$ cat config.mk
export PLATFORM = sky130hd
export DESIGN_NAME = math_acc
export DESIGN_NICKNAME = d
export VERILOG_FILES = /design/src/rtl/math_acc.sv
export SDC_FILE = /design/constraint.sdc
export NUM_CORES = 1
export LEC_CHECK = 0
export CORE_UTILIZATION = 50
export DETAILED_ROUTE_END_ITERATION = 12
export PLACE_DENSITY = 0.75
export REMOVE_ABC_BUFFERS = 1
export SETUP_SLACK_MARGIN = 0.4
export SLEW_MARGIN = 25
export SYNTH_ARGS = -nofsm -noshare
export SYNTH_HDL_FRONTEND = slang
export SYNTH_SLANG_ARGS = --single-unit
export TNS_END_PERCENT = 1
$ cat constraint.sdc
create_clock -name clk -period 5.12 [get_ports clk]
set_clock_uncertainty 0.15 [all_clocks]
set_input_delay 1.536 -clock clk [delete_from_list [all_inputs] [get_ports clk]]
set_output_delay 1.536 -clock clk [all_outputs]
set_load 0.005 [all_outputs]
$ cat src/rtl/math_acc.sv
// rtl/math_acc.sv - windowed sum/avg/min/max accumulator with one held result
module math_acc #(
    parameter int WIN_LOG2 = 2
) (
    input  logic        clk,
    input  logic        reset_vio_n,
    input  logic [7:0]  in_data,
    input  logic        in_valid,
    input  logic        clear,
    output logic [11:0] out_sum,
    output logic [7:0]  out_avg,
    output logic [7:0]  out_min,
    output logic [7:0]  out_max,
    output logic        out_valid,
    input  logic        out_ready,
    output logic [7:0]  drop_cnt
);
    localparam int CW = WIN_LOG2 + 1;
    localparam logic [CW-1:0] LAST = CW'((1 << WIN_LOG2) - 1);

    typedef enum logic {ACCUM, HOLD} state_t;

    state_t        state;
    logic [1:0]    rst_sync;
    logic          rst_n;
    logic [CW-1:0] cnt;
    logic [11:0]   acc_sum;
    logic [7:0]    acc_min;
    logic [7:0]    acc_max;

    // Assert immediately, release only after two clean clock edges.
    always_ff @(posedge clk or negedge reset_vio_n) begin
        if (!reset_vio_n) rst_sync <= 2'b00;
        else              rst_sync <= {rst_sync[0], 1'b1};
    end
    assign rst_n = rst_sync[1];

    logic        complete;
    logic        xfer;
    logic [11:0] fin_sum;
    logic [7:0]  fin_min;
    logic [7:0]  fin_max;

    always_comb begin
        complete = in_valid && !clear && (cnt == LAST);
        xfer     = (state == HOLD) && out_ready;
        fin_sum  = acc_sum + {4'b0000, in_data};
        fin_min  = (in_data < acc_min) ? in_data : acc_min;
        fin_max  = (in_data > acc_max) ? in_data : acc_max;
    end

    always_ff @(posedge clk or negedge rst_n) begin
        if (!rst_n) begin
            state     <= ACCUM;
            out_valid <= 1'b0;
            out_sum   <= '0;
            out_avg   <= '0;
            out_min   <= '0;
            out_max   <= '0;
            drop_cnt  <= '0;
            cnt       <= '0;
            acc_sum   <= '0;
            acc_min   <= '0;
            acc_max   <= '0;
        end else begin
            if (clear) begin
                cnt <= '0;
            end else if (in_valid) begin
                if (!complete) begin
                    // cnt==0 marks a fresh window: load rather than compare
                    if (cnt == '0) begin
                        acc_sum <= {4'b0000, in_data};
                        acc_min <= in_data;
                        acc_max <= in_data;
                    end else begin
                        acc_sum <= fin_sum;
                        acc_min <= fin_min;
                        acc_max <= fin_max;
                    end
                    cnt <= cnt + CW'(1);
                end else if (state == ACCUM || xfer) begin
                    out_sum <= fin_sum;
                    out_avg <= 8'(fin_sum >> WIN_LOG2);
                    out_min <= fin_min;
                    out_max <= fin_max;
                    cnt     <= '0;
                    acc_sum <= '0;
                end else if (drop_cnt != 8'hFF) begin
                    // result buffer still occupied; accumulator stays at N-1
                    drop_cnt <= drop_cnt + 8'd1;
                end
            end

            case (state)
                ACCUM: begin
                    if (complete) begin
                        state     <= HOLD;
                        out_valid <= 1'b1;
                    end
                end
                HOLD: begin
                    if (xfer && !complete) begin
                        state     <= ACCUM;
                        out_valid <= 1'b0;
                    end
                end
                default: state <= ACCUM;
            endcase
        end
    end
endmodule

== Word level (Yosys, flattened, before mapping) ==
Cells that the tools add are included.
Word-level totals
  bits in latches: 0
  register bits: 79
  memories: 0
  RAM bits: 0
  ROM bits: 0
  word-level logic and storage cells: 59
  output and inout port bits: 45
Operators by class
  reduce and logical (&&, ||, !) cells: 15
  add/subtract/negate cells: 3
  multipliers: 0
  eq/ne operators: 6
  shift operators: 0
  multiplexer cells: 17
  div/mod/pow operators: 0
  $lt $le $gt $ge: 2
  bitwise operators: 4
Operators by type and width (count)
  2-to-1 mux 12 bit: 3
  2-to-1 mux 8 bit: 4
  adder 12 x 8 -> 12 bit: 1
  2-to-1 mux 3 bit: 4
  adder 8 x 1 -> 8 bit (second input constant): 1
  > comparator 8 bit: 1
  less-than comparator 8 bit: 1
  inequality test 8 bit (second input constant): 1
  AND reduction 3 bit: 2
  AND reduction 5 bit: 1
  logical AND 1 bit: 4
  2-to-1 mux 1 bit: 4
  inequality test 2 x 1 -> 1 bit (second input constant): 2
  NOT 1 bit: 4
  one-hot mux 1 bit (2 select lines): 2
  AND reduction 2 bit: 2
  AND reduction 4 bit: 1
  adder 3 x 1 -> 3 bit (second input constant): 1
  equality test 3 x 2 -> 1 bit (second input constant): 1
  logical NOT 3 bit: 1
  inequality test 3 x 2 -> 1 bit (second input constant): 1
  logical NOT 1 bit: 2
  inequality test 2 bit (second input constant): 1
  nonzero test 2 bit: 1
  logical OR 1 bit: 1

== Logic depth before layout (Yosys ltp) ==
  word-level depth: 7
  mapped depth: 9
  mapped depth without buffers: 9

== Worst setup path after synthesis ==
OpenSTA, ideal clock, no wires.
  kind: input port to flip-flop
  from: input in_data[3]
  to: register acc_max[0]
  library setup time: 0.128 ns
  required time: 4.842 ns
  path buffers: 0
  data arrival time: 3.078 ns
  cell stages on the path: 6
  slack: 1.765 ns
  path through: ha_1 nand4_1 o21a_1 a211oi_2 nor2_2 mux2_1
On the way
  cells in the longest elaborated chain, start to end: 3
Ends and longest elaborated chain
  start, declared: RTL line 7  | input logic [7:0] in_data,
  > comparator 8 bit: RTL line 49  | fin_max = (in_data > acc_max) ? in_data : acc_max;
  2-to-1 mux 8 bit: RTL line 49
  2-to-1 mux 8 bit: RTL line 71  | if (cnt == '0) begin
  end signal, assigned: RTL line 74  | acc_max <= in_data;
  end signal, assigned: RTL line 78  | acc_max <= fin_max;
  end, declared: RTL line 29  | logic [7:0] acc_max;
No other way between the ends.
A chain may end at the register's enable or synchronous reset.

== Final worst setup path ==
Ends and elaborated chain as after synthesis.

==> impl_metrics.json <==
{
  "outcome": "finished, final reports clean",
  "grt_start_max_net_pins": 70,
  "final_hold_viol_count": 0,
  "crit_chain": "clkdlybuf4s50_1 > ha_1 > nand4_1 > o21a_1 > a211oi_2 > nor2_2 > mux2_1",
  "drtIter0Drc": 135,
  "switchingPower_w": 0.000554,
  "cts_buffers": 9,
  "topRoutingLayerUsed": "met4",
  "synthesis.area_um2": 3830,
  "cts_tree": "built",
  "fin_cells": 533,
  "finalPower_w": 0.00172,
  "ys_seq_elements": 71,
  "yosysTopAreaCellShare_pct": 46.4,
  "required_ps": 5190,
  "wl_met2_mm": 3.93,
  "ys.flop_type": "dfrtp_1",
  "dp_hpwl_mm": 5.63,
  "critical_path.top_delay_family": "compound AO/OA/AOI/OAI gates",
  "routed_via_density": 5.45,
  "crit_fanout": 8,
  "syn_avg_cell_area_um2": 10.2,
  "fillers": 606,
  "cts.sinks": 71,
  "layout_common_cells": "dfrtp_1, clkdlybuf4s50_1, nand2_1",
  "slew_viol_final": 0,
  "seq_area_frac_synth_pct": 46.4,
  "drive_gt1_share_pct": 7.83,
  "synth_top_area_cell": "dfrtp_1",
  "startpoint_type": "input pin",
  "combPwrFrac_pct": 35.6,
  "slowest_stage": "clkdlybuf4s50_1",
  "wl_met1_mm": 3.49,
  "tns_ps": 0,
  "track_usage_pct": 21.7,
  "irDropWorstVdd_mv": 0.233,
  "wl_mm": 7.74,
  "antenna_found_initial": 0,
  "gp_congestion": 0.827,
  "path_buf_inv": 1,
  "die_area_um2": 8010,
  "setup_viol_count_final": 0,
  "fin_nets": 472,
  "detail_route.wl_per_cell_um": 14.5,
  "p_per_area_nw_per_um2": 373,
  "grt_pass1_wl_mm": 13.0,
  "insertion_delay_ps": 340,
  "tightest_slew_ps": 855,
  "die_h_um": 89.5,
  "timing.slew.headroom_pct": 43.0,
  "critical_path_class": "in2reg",
  "clk_path_buf_depth": 2,
  "postRouteAntennaNets": 0,
  "h-tree-depth": 3,
  "critPathArrivalTime_ps": 3980,
  "synth_edf_count": 0,
  "coreArea_um2": 7330,
  "syn2layout_area_growth_pct": 20.4,
  "port_buffers": 57,
  "max_freq_mhz": 256,
  "diodes": 0,
  "dp.cells": 520,
  "drc_errors": 0,
  "grt-ovfl-total": 0,
  "clkPwrFrac_pct": 21.5,
  "fin_crit_ps": 3900,
  "ctsHoldBuffers": 0,
  "cts_setup_buffers": 0,
  "drv_cap": 0,
  "async_reset_ff_share_pct": 100,
  "clkTransAtPathRegs_ps": 70,
  "synth_area_leaders": "dfrtp_1, ha_1, nand2_1",
  "seq_power_share_pct": 42.8,
  "netlist_instances": 377,
  "vias": 2903,
  "swShare_pct": 32.2,
  "hp-class": "reg2reg",
  "cts-resized-gates": 0,
  "dr_wl_met3_um": 202,
  "num_rows": 31,
  "start_util_pct": 52.2,
  "grt_pass1_vias": 2916,
  "final_common_cell": "dfrtp_1",
  "ios": 58,
  "yosys.cell_types.count": 49,
  "whs_ps": 204,
  "clock-root-buffer": "clkbuf_8",
  "cpPeakStageDelay_ps": 580,
  "p_leak_nw": 2.15,
  "yosysWarnings": 0,
  "timing.final.crit_share_pct": 76.2,
  "rsz0062_at_grt": "no",
  "first_pass_iters": 4,
  "critical_path.endpoint_type": "register",
  "die_w_um": 89.5,
  "p_int_w": 0.00117
}
-- sequential cells by signal, summed over array words and instances, names as in the netlist, 3 cells and up --
| name | count |
|---|---|
| acc_max | 8 |
| acc_min | 8 |
| acc_sum | 12 |
| cnt | 3 |
| drop_cnt | 8 |
| out_max | 8 |
| out_min | 8 |
| out_sum | 12 |
-- through the flow --
stage | setup WS [ps] | area [um2] | util [%]
CTS | 1250 | 4610 | 62.8
detailed placement | 889 | 4460 | 60.8
global route | 1060 | 4610 | 62.8
floorplan | 1610 | 3720 | -
global placement | 951 | 4460 | 60.8
finish | 1220 | 4610 | 62.8
-- path summary, 6_finish.rpt --
| kind | from | end | slack, ps | depth (start not counted) |
|---|---|---|---|---|
| worst min register to register | rst_sync[0] | rst_sync[1] | 200 | 0 |
| max in group asynchronous | reset_vio_n | rst_sync[1] | 3480 | 1 |
| worst max register to register | acc_min[1] | acc_min[2] | 2660 | 7 |
| worst max-delay path | in_data[3] | acc_max[0] | 1220 | 7 |
| worst min-delay path | rst_sync[0] | rst_sync[1] | 200 | 0 |
| min in group asynchronous | rst_sync[1] | out_max[1] | 310 | 1 |
-- layer usage --
metal  GRT usage (%)  vias to the layer above
met3            3.79                       12
met2            38.4                       56
met4            8.37                        0
met5               0                        -
li1                -                     1417
met1            26.4                     1418
-- power groups by stage --
stage	sequential, W	clock, W	combinational (W)
5_1_grt	0.000752	0.000404	0.000689
3_5_place_dp	0.000748	0	0.000614
3_3_place_gp	0.000741	0	0.000596
2_1_floorplan	0.000749	0	0.000354
6_report	0.000737	0.000371	0.000613
4_1_cts	0.000738	0.000384	0.000620
-- cell type report --
class                      instances  area, um2  share of cell area, %
timing repair buffer              62        608                   13.2
clock buffer                      11        141                   3.07
multi-input combinational        266       1860                   40.4
clock inverter                     2       10.0                  0.217
tap                               99        124                   2.69
inverter                          22       82.6                   1.79
sequential                        71       1780                   38.6
-- cell usage after synthesis, types with 5 or more instances --
| cell | instances |
|---|---|
| nand2_1 | 55 |
| nor2_1 | 14 |
| a21o_1 | 6 |
| mux2i_1 | 19 |
| ha_1 | 26 |
| xor2_1 | 9 |
| xnor2_1 | 8 |
| inv_1 | 22 |
| dfrtp_1 | 71 |
| clkbuf_1 | 8 |
| a21oi_1 | 16 |
| nor2b_1 | 5 |
| mux2_4 | 7 |
| buf_4 | 8 |
| o22ai_1 | 6 |
| o21ai_0 | 17 |
| o21ai_1 | 25 |
| a32oi_1 | 5 |
| nand2b_1 | 5 |
-- cell families after synthesis --
family	share of synthesized area, %
AOI/OAI and AO/OA	15.4
muxes	8.60
DFF	46.4
and+or+nand+nor	11.6
other	0.0980
xor gates and xnor gates	3.89
adders and majority gates	9.02
buffers and inverters	4.90
No activity file was read; power rests on OpenSTA's default activity.
